`config.mk`:
```
export PLATFORM = sky130hd
export DESIGN_NAME = sa_tile_sched_flat
export DESIGN_NICKNAME = d
export VERILOG_FILES = /design/src/rtl/sa_tile_sched_if.sv /design/src/rtl/sa_tile_sched.sv /design/src/flat_wrapper.sv
export SDC_FILE = /design/constraint.sdc
export NUM_CORES = 1
export LEC_CHECK = 0
export CAP_MARGIN = 5
export CORE_ASPECT_RATIO = 0.9
export CORE_MARGIN = 2
export CORE_UTILIZATION = 50
export DETAILED_ROUTE_END_ITERATION = 7
export PLACE_DENSITY = 0.74
export SLEW_MARGIN = 0
export SYNTH_ARGS = -nofsm -noshare
export SYNTH_HDL_FRONTEND = slang
export SYNTH_SLANG_ARGS = --single-unit
export TNS_END_PERCENT = 10
```
`constraint.sdc`:
```
create_clock -name clk -period 3.68 [get_ports clk]
set_input_delay 0.736 -clock clk [delete_from_list [all_inputs] [get_ports clk]]
set_output_delay 0.736 -clock clk [all_outputs]
set_load 0.01 [all_outputs]
```
`src/rtl/sa_tile_sched_if.sv`:
```
// sa_tile_sched_if: handshake bundle between the tile scheduler and its surroundings
// master: scheduler side (drives cmd_ready, src_req, core_inpvalid, core_outread, done_*, busy)
// slave : environment side (drives cmd_*, src_valid, core_rvalid, done_ready)
interface sa_tile_sched_if #(
    parameter int ROWS = 8,
    parameter int KW   = 16,
    parameter int IDW  = 4
);
    logic            cmd_valid;
    logic            cmd_ready;
    logic [KW-1:0]   cmd_k;
    logic [IDW-1:0]  cmd_id;
    logic            src_req;
    logic            src_valid;
    logic            core_inpvalid;
    logic [ROWS-1:0] core_rvalid;
    logic            core_outread;
    logic            done_valid;
    logic            done_ready;
    logic [IDW-1:0]  done_id;
    logic            done_err;
    logic            busy;
    modport master (
        input  cmd_valid, cmd_k, cmd_id, src_valid, core_rvalid, done_ready,
        output cmd_ready, src_req, core_inpvalid, core_outread, done_valid, done_id, done_err, busy
    );
    modport slave (
        output cmd_valid, cmd_k, cmd_id, src_valid, core_rvalid, done_ready,
        input  cmd_ready, src_req, core_inpvalid, core_outread, done_valid, done_id, done_err, busy
    );
endinterface

```
`src/rtl/sa_tile_sched.sv`:
```
// sa_tile_sched: sequences one systolic-array tile operation (load K beats, flush, drain, complete)
// clk, rst       : clock, synchronous active-high reset
// bus            : sa_tile_sched_if.master (command, source, core and completion handshakes)
// o_perf_cyc     : cycles from acceptance to done_valid rise (only with SA_SCHED_PERF_EN)
// o_perf_stall   : LOAD cycles without src_valid (only with SA_SCHED_PERF_EN)
module sa_tile_sched #(
    parameter int ROWS      = 8,
    parameter int KW        = 16,
    parameter int IDW       = 4,
    parameter int FLUSH_CYC = 2 * ROWS,
    parameter int TIMEOUT   = 1024
) (
    input logic clk,
    input logic rst,
    sa_tile_sched_if.master bus
`ifdef SA_SCHED_PERF_EN
    ,
    output logic [31:0] o_perf_cyc,
    output logic [31:0] o_perf_stall
`endif
);
    localparam int TW = $clog2((FLUSH_CYC > TIMEOUT ? FLUSH_CYC : TIMEOUT) + 1);
    typedef enum logic [2:0] {IDLE, LOAD, FLUSH, DRAIN, DONE} state_t;
    state_t         r_state, w_next;
    logic           r_rdy, r_err, w_err;
    logic [KW-1:0]  r_k, r_beat;
    logic [IDW-1:0] r_id;
    logic [TW-1:0]  r_tmr;
    logic           w_acc, w_beat, w_last, w_full, w_flush_end, w_tmo;
    // r_rdy holds cmd_ready low for the first cycle after reset
    assign w_acc       = r_state == IDLE && r_rdy && bus.cmd_valid;
    assign w_beat      = r_state == LOAD && bus.src_valid;
    assign w_last      = w_beat && r_beat == r_k - KW'(1);
    assign w_full      = r_state == DRAIN && &bus.core_rvalid;
    assign w_flush_end = r_state == FLUSH && r_tmr == TW'(FLUSH_CYC - 1);
    assign w_tmo       = r_state == DRAIN && !w_full && r_tmr == TW'(TIMEOUT - 1);
    always_comb begin
        w_next = r_state;
        w_err  = r_err;
        case (r_state)
            IDLE:    if (w_acc) begin
                         w_next = bus.cmd_k == '0 ? DONE : LOAD;
                         w_err  = bus.cmd_k == '0;
                     end
            LOAD:    w_next = w_last ? FLUSH : LOAD;
            FLUSH:   w_next = w_flush_end ? DRAIN : FLUSH;
            DRAIN:   if (w_full || w_tmo) begin
                         w_next = DONE;
                         w_err  = w_tmo;
                     end
            DONE:    w_next = bus.done_ready ? IDLE : DONE;
            default: w_next = IDLE;
        endcase
    end
    always_ff @(posedge clk) begin
        if (rst) begin
            r_state <= IDLE;
            r_rdy   <= 1'b0;
            r_err   <= 1'b0;
            r_k     <= '0;
            r_id    <= '0;
            r_beat  <= '0;
            r_tmr   <= '0;
        end else begin
            r_state <= w_next;
            r_rdy   <= 1'b1;
            r_err   <= w_err;
            if (w_acc) begin
                r_k  <= bus.cmd_k;
                r_id <= bus.cmd_id;
            end
            r_beat <= w_last ? '0 : w_beat ? r_beat + KW'(1) : r_beat;
            // one timer serves FLUSH and DRAIN; it saturates instead of wrapping
            r_tmr  <= (w_flush_end || r_state == IDLE || r_state == LOAD || r_state == DONE) ? '0
                    : r_tmr + TW'(r_tmr != '1);
        end
    end
    assign bus.cmd_ready     = r_state == IDLE && r_rdy;
    assign bus.src_req       = r_state == LOAD;
    assign bus.core_inpvalid = w_beat;
    assign bus.core_outread  = w_full;
    assign bus.done_valid    = r_state == DONE;
    assign bus.done_id       = r_state == DONE ? r_id : '0;
    assign bus.done_err      = r_state == DONE && r_err;
    assign bus.busy          = r_state != IDLE;
`ifdef SA_SCHED_PERF_EN
    logic [31:0] r_run;
    // r_run is the number of cycles elapsed since the acceptance cycle
    always_ff @(posedge clk) begin
        if (rst) begin
            r_run        <= '0;
            o_perf_cyc   <= '0;
            o_perf_stall <= '0;
        end else if (w_acc) begin
            r_run        <= 32'd1;
            o_perf_stall <= '0;
            o_perf_cyc   <= bus.cmd_k == '0 ? 32'd1 : 32'd0;
        end else begin
            if (r_state == LOAD || r_state == FLUSH || r_state == DRAIN)
                r_run <= r_run + 32'(r_run != '1);
            if (r_state == DRAIN && w_next == DONE)
                o_perf_cyc <= r_run + 32'(r_run != '1);
            if (r_state == LOAD && !bus.src_valid)
                o_perf_stall <= o_perf_stall + 32'(o_perf_stall != '1);
        end
    end
`endif
endmodule

```
`src/flat_wrapper.sv`:
```
// flat-port wrapper written by rule: the top's interface ports become plain ports
module sa_tile_sched_flat 
#(
    parameter int ROWS      = 8,
    parameter int KW        = 16,
    parameter int IDW       = 4,
    parameter int FLUSH_CYC = 2 * ROWS,
    parameter int TIMEOUT   = 1024
)
  (clk, rst, bus_cmd_valid, bus_cmd_k, bus_cmd_id, bus_src_valid, bus_core_rvalid, bus_done_ready, bus_cmd_ready, bus_src_req, bus_core_inpvalid, bus_core_outread, bus_done_valid, bus_done_id, bus_done_err, bus_busy);
  sa_tile_sched_if #(.ROWS(ROWS), .KW(KW), .IDW(IDW)) bus_i ();
  input logic clk;
  input logic rst;
  input wire logic [$bits(bus_i.cmd_valid)-1:0] bus_cmd_valid;
  input wire logic [$bits(bus_i.cmd_k)-1:0] bus_cmd_k;
  input wire logic [$bits(bus_i.cmd_id)-1:0] bus_cmd_id;
  input wire logic [$bits(bus_i.src_valid)-1:0] bus_src_valid;
  input wire logic [$bits(bus_i.core_rvalid)-1:0] bus_core_rvalid;
  input wire logic [$bits(bus_i.done_ready)-1:0] bus_done_ready;
  output wire logic [$bits(bus_i.cmd_ready)-1:0] bus_cmd_ready;
  output wire logic [$bits(bus_i.src_req)-1:0] bus_src_req;
  output wire logic [$bits(bus_i.core_inpvalid)-1:0] bus_core_inpvalid;
  output wire logic [$bits(bus_i.core_outread)-1:0] bus_core_outread;
  output wire logic [$bits(bus_i.done_valid)-1:0] bus_done_valid;
  output wire logic [$bits(bus_i.done_id)-1:0] bus_done_id;
  output wire logic [$bits(bus_i.done_err)-1:0] bus_done_err;
  output wire logic [$bits(bus_i.busy)-1:0] bus_busy;
  assign bus_i.cmd_valid = bus_cmd_valid;
  assign bus_i.cmd_k = bus_cmd_k;
  assign bus_i.cmd_id = bus_cmd_id;
  assign bus_i.src_valid = bus_src_valid;
  assign bus_i.core_rvalid = bus_core_rvalid;
  assign bus_i.done_ready = bus_done_ready;
  assign bus_cmd_ready = bus_i.cmd_ready;
  assign bus_src_req = bus_i.src_req;
  assign bus_core_inpvalid = bus_i.core_inpvalid;
  assign bus_core_outread = bus_i.core_outread;
  assign bus_done_valid = bus_i.done_valid;
  assign bus_done_id = bus_i.done_id;
  assign bus_done_err = bus_i.done_err;
  assign bus_busy = bus_i.busy;
  sa_tile_sched #(.ROWS(ROWS), .KW(KW), .IDW(IDW), .FLUSH_CYC(FLUSH_CYC), .TIMEOUT(TIMEOUT)) u_core (.clk(clk), .rst(rst), .bus(bus_i));
endmodule
```
==> qor.csv <==
stage;metric;value;unit
floorplanning;rows;26;
flow_run;drv_cap;0;
critical_path;type_of_destination_of_the_critical_path;primary output;
clocking;cts_buffer_depth;2;
power;leakagePower;1.29;nW
placed_design;placement.io_buffers;43;
global_routing;number_of_antenna_violations_at_the_first_check_in_global_routing;0;
synthesis;synthesized_instance_count;362;
timing;report.final.setup_viol;0;
timing;timing.setup.tns;0;ps
global_routing;first_global_vias;2481;
clocking;cts_htree_levels;2;
finish;final_layout_size_suffix_gt1_share;9.50;%
synthesis;synth_top_family_by_area;simple AND/OR/NAND/NOR gates;
critical_path;slowest_stage;clkdlybuf4s50_1;
critical_path;crit_path_max_incr_delay;610;ps
synthesis;yosys.area_share.xor_xnor;13.0;%
detailed_routing;viasPerCell;5.69;
detailed_routing;antenna_left;0;
synthesis;synth_compound_area_share;9.76;%
timing;worst_slew_pin_slew;532;ps
synthesis;synth-async-reset-ratio;0;%
timing;shortest_clock_period_the_worst_path_allows_after_layout;2890;ps
placed_design;place_area;0.00346;mm²
synthesis;synth_cell_types;53;
clocking;post_cts.repair.setup_buffers;0;
clocking;later_pin_clock_latency_in_the_skew_report;310;ps
clocking;cts.reportedPaths.clkPinSlew;90;ps
timing;timing.final.crit_share;78.6;%
finish;layout.core_utilization;62.2;%
clocking;tritoncts_clock_tree;built;
timing;report.final.slew_viol_count;0;
detailed_routing;detailroute.via_count;2676;
detailed_routing;total_routed_length;6620;µm
finish;finalNetCount;436;
clocking;cts_resized;0;
clocking;sink_count_of_the_clock_tree;52;
critical_path;setup.worst_path.start_class;input port;
detailed_routing;drt_iter0_drc;113;
timing;fin_worst_skew;7.73;ps
power;power.density;342;mW/mm²
critical_path;critPathKind;input port to primary output;
critical_path;worst-path-max-fanout;2;
global_routing;global_route.usage.total;21.0;%
clocking;cts_inserted_buffers;5;
synthesis;synth_flop_cell;dfxtp_1;
critical_path;critical_path.most_common_cell;clkdlybuf4s50_1;
clocking;clock_tree.root_cell;clkbuf_8;
critical_path;cp_cell_sequence;clkdlybuf4s50_1 > nor4bb_2 > clkdlybuf4s50_1;
floorplanning;die_width;85.8;µm
run_status;status;complete, no violations;
floorplanning;ios;44;
floorplanning;fp.dieH;77.6;µm
synthesis;synth_edf_count;0;
global_routing;grt_max_degree;43;
finish;layout-area-overhead-vs-synth;18.9;%
timing;rsz_0062_raised_after_global_routing;no;
detailed_routing;dr.pass1.iters;7;
synthesis;synth_fp_nets;399;
synthesis;post_synth.cell_area_avg;8.32;µm²
finish;final_design_area_no_fill;0.00358;mm²
synthesis;muxShareOfSynthArea;1.70;%
synthesis;netlist_area;0.00301;mm²
global_routing;grt_remaining_overflow;0;
placed_design;hpwl;4880;µm
clocking;post_cts_hold_buffer_count;0;
detailed_routing;drc_errors;0;
critical_path;critPathRequiredTime;2940;ps
timing;max_slew_margin;64.4;%
synthesis;seq_area_frac_synth;34.6;%
timing;timing.fmax;0.346;GHz
floorplanning;fp.dieArea;0.00666;mm²
worst_hold_path;hp-class;register to register;
timing;report.final.hold_viol_count;0;
synthesis;synth-seq-cells;52;
synthesis;post_synth_adder_cell_area;1.66;%
detailed_routing;route.detailed.wl_per_inst;14.1;µm
finish;antennaDiodeCount;0;
placed_design;routabilityCongestion;0.813;
power;max-vdd-ir-drop;0.212;mV
floorplanning;core_area;0.00576;mm²
synthesis;synthSimpleGateAreaFrac;34.3;%
synthesis;synthesis.yosys.warnings;0;
floorplanning;floorplan.initialDensity;52.3;%
global_routing;grt_pass1_wl;11300;µm
critical_path;cp.arrival;2160;ps
## where the power goes
part | leakage [nW] | internal (mW) | total (mW) | switching [mW]
Combinational | 0.804 | 0.108 | 0.214 | 0.107
Clock | 0.0614 | 0.222 | 0.413 | 0.190
Sequential | 0.422 | 0.577 | 0.597 | 0.0201
Total | 1.29 | 0.907 | 1.22 | 0.317
## layout make-up
| class | count | area [µm²] |
|---|---|---|
| clock buffer | 6 | 82.6 |
| clock inverter | 2 | 38.8 |
| fill | 521 | 2180 |
| inverter | 10 | 37.5 |
| multi-input combinational | 282 | 1830 |
| sequential | 52 | 1040 |
| tap | 70 | 87.6 |
| timing repair buffer | 48 | 468 |
## worst max-delay path, delay by kind of cell
kind          cells  cell delay, ps
buf+inv           2            1060
simple gates      1             360
## layer usage
layer	vias up	share of wire, %	global-route usage (%)	wire (µm)
li1	1342	-	-	-
met3	16	4.3	3.94	282
met2	62	45	33.0	2990
met4	0	2.1	8.41	139
met1	1256	48	28.5	3210
met5	-	0	0	0
## cell usage in the layout (no fill, tap or decap), drive strengths merged, types with 2 or more instances in the layout
cell type | netlist | layout
mux2i | 4 | 4
or4 | 2 | 2
o21bai | 2 | 2
or2 | 3 | 3
nand3b | 2 | 2
nand4 | 16 | 16
nand3 | 12 | 12
nor4 | 9 | 9
a21oi | 23 | 23
nor3b | 5 | 5
a211oi | 2 | 2
xor2 | 22 | 22
xnor2 | 21 | 21
dfxtp | 52 | 52
inv | 10 | 10
ha | 4 | 4
and3 | 12 | 12
nand2 | 55 | 55
buf | 5 | 5
and4 | 2 | 2
nor2b | 3 | 3
o311ai | 2 | 2
nor2 | 29 | 29
o21ai | 2 | 2
and2 | 3 | 3
clkdlybuf4s50 | 0 | 43
o2bb2ai | 2 | 2
nor3 | 31 | 31
clkbuf | 11 | 6
## Yosys cell counts, drive strengths merged (2+ instances only)
master	n	area, µm²
a21oi	23	115
mux2i	4	40.0
dlygate4sd1	2	17.5
nor2	29	109
o21ai	2	10.0
or4	2	15.0
nor3	31	210
nand4	16	100
o2bb2ai	2	17.5
o311ai	2	25.0
nor2b	3	18.8
clkbuf	11	42.5
nand3	12	65.1
and2	3	18.8
dfxtp	52	1040
ha	4	50.1
and3	12	75.1
nand2	55	206
and4	2	17.5
o21bai	2	15.0
xnor2	21	191
nor3b	5	37.5
nor4	9	86.3
xor2	22	200
inv	10	37.5
a211oi	2	15.0
buf	5	52.6
nand3b	2	15.0
or2	3	18.8
## kinds of logic (layout without fill, tap and decap cells)
family	after synthesis	in the layout
multiplexers	5	5
AND/OR/NAND/NOR	188	188
flip-flops	52	52
buffers and inverters	28	66
XOR/XNOR	43	43
adder cells (fa/ha/maj)	4	4
AO/OA/AOI/OAI	42	42
## worst paths after layout
| kind | startpoint | to | slack, ps | cells past startpoint |
|---|---|---|---|---|
| worst max-delay path | bus_src_valid | bus_core_inpvalid | 790 | 3 |
| worst min-delay path | u_core.r_id[3]$_SDFFE_PP0P_ | u_core.r_id[3]$_SDFFE_PP0P_ | 460 | 2 |
| worst max register to register | u_core.r_k[0]$_SDFFE_PP0P_ | u_core.r_beat[11]$_SDFFE_PP0P_ | 930 | 9 |
| worst min register to register | u_core.r_id[3]$_SDFFE_PP0P_ | u_core.r_id[3]$_SDFFE_PP0P_ | 460 | 2 |
## per-stage QoR
| stage | hold WS (ps) | instances | power [mW] | worst slack (ps) |
|---|---|---|---|---|
| floorplan | 432 | 362 | 0.752 | 1290 |
| global placement | 439 | 462 | 0.819 | 763 |
| detailed placement | 453 | 462 | 0.825 | 698 |
| CTS | 464 | 470 | 1.23 | 755 |
| global route | 484 | 470 | 1.28 | 692 |
| finish | 462 | 470 | 1.22 | 787 |
## registers in the layout (all words and copies together), names as in the netlist
| signal | cells |
|---|---|
| u_core.r_beat | 16 |
| u_core.r_tmr | 11 |
| u_core.r_k | 16 |
| u_core.r_rdy | 1 |
| u_core.r_state | 3 |
| u_core.r_err | 1 |
| u_core.r_id | 4 |
No activity file was read; power rests on OpenSTA's default activity.
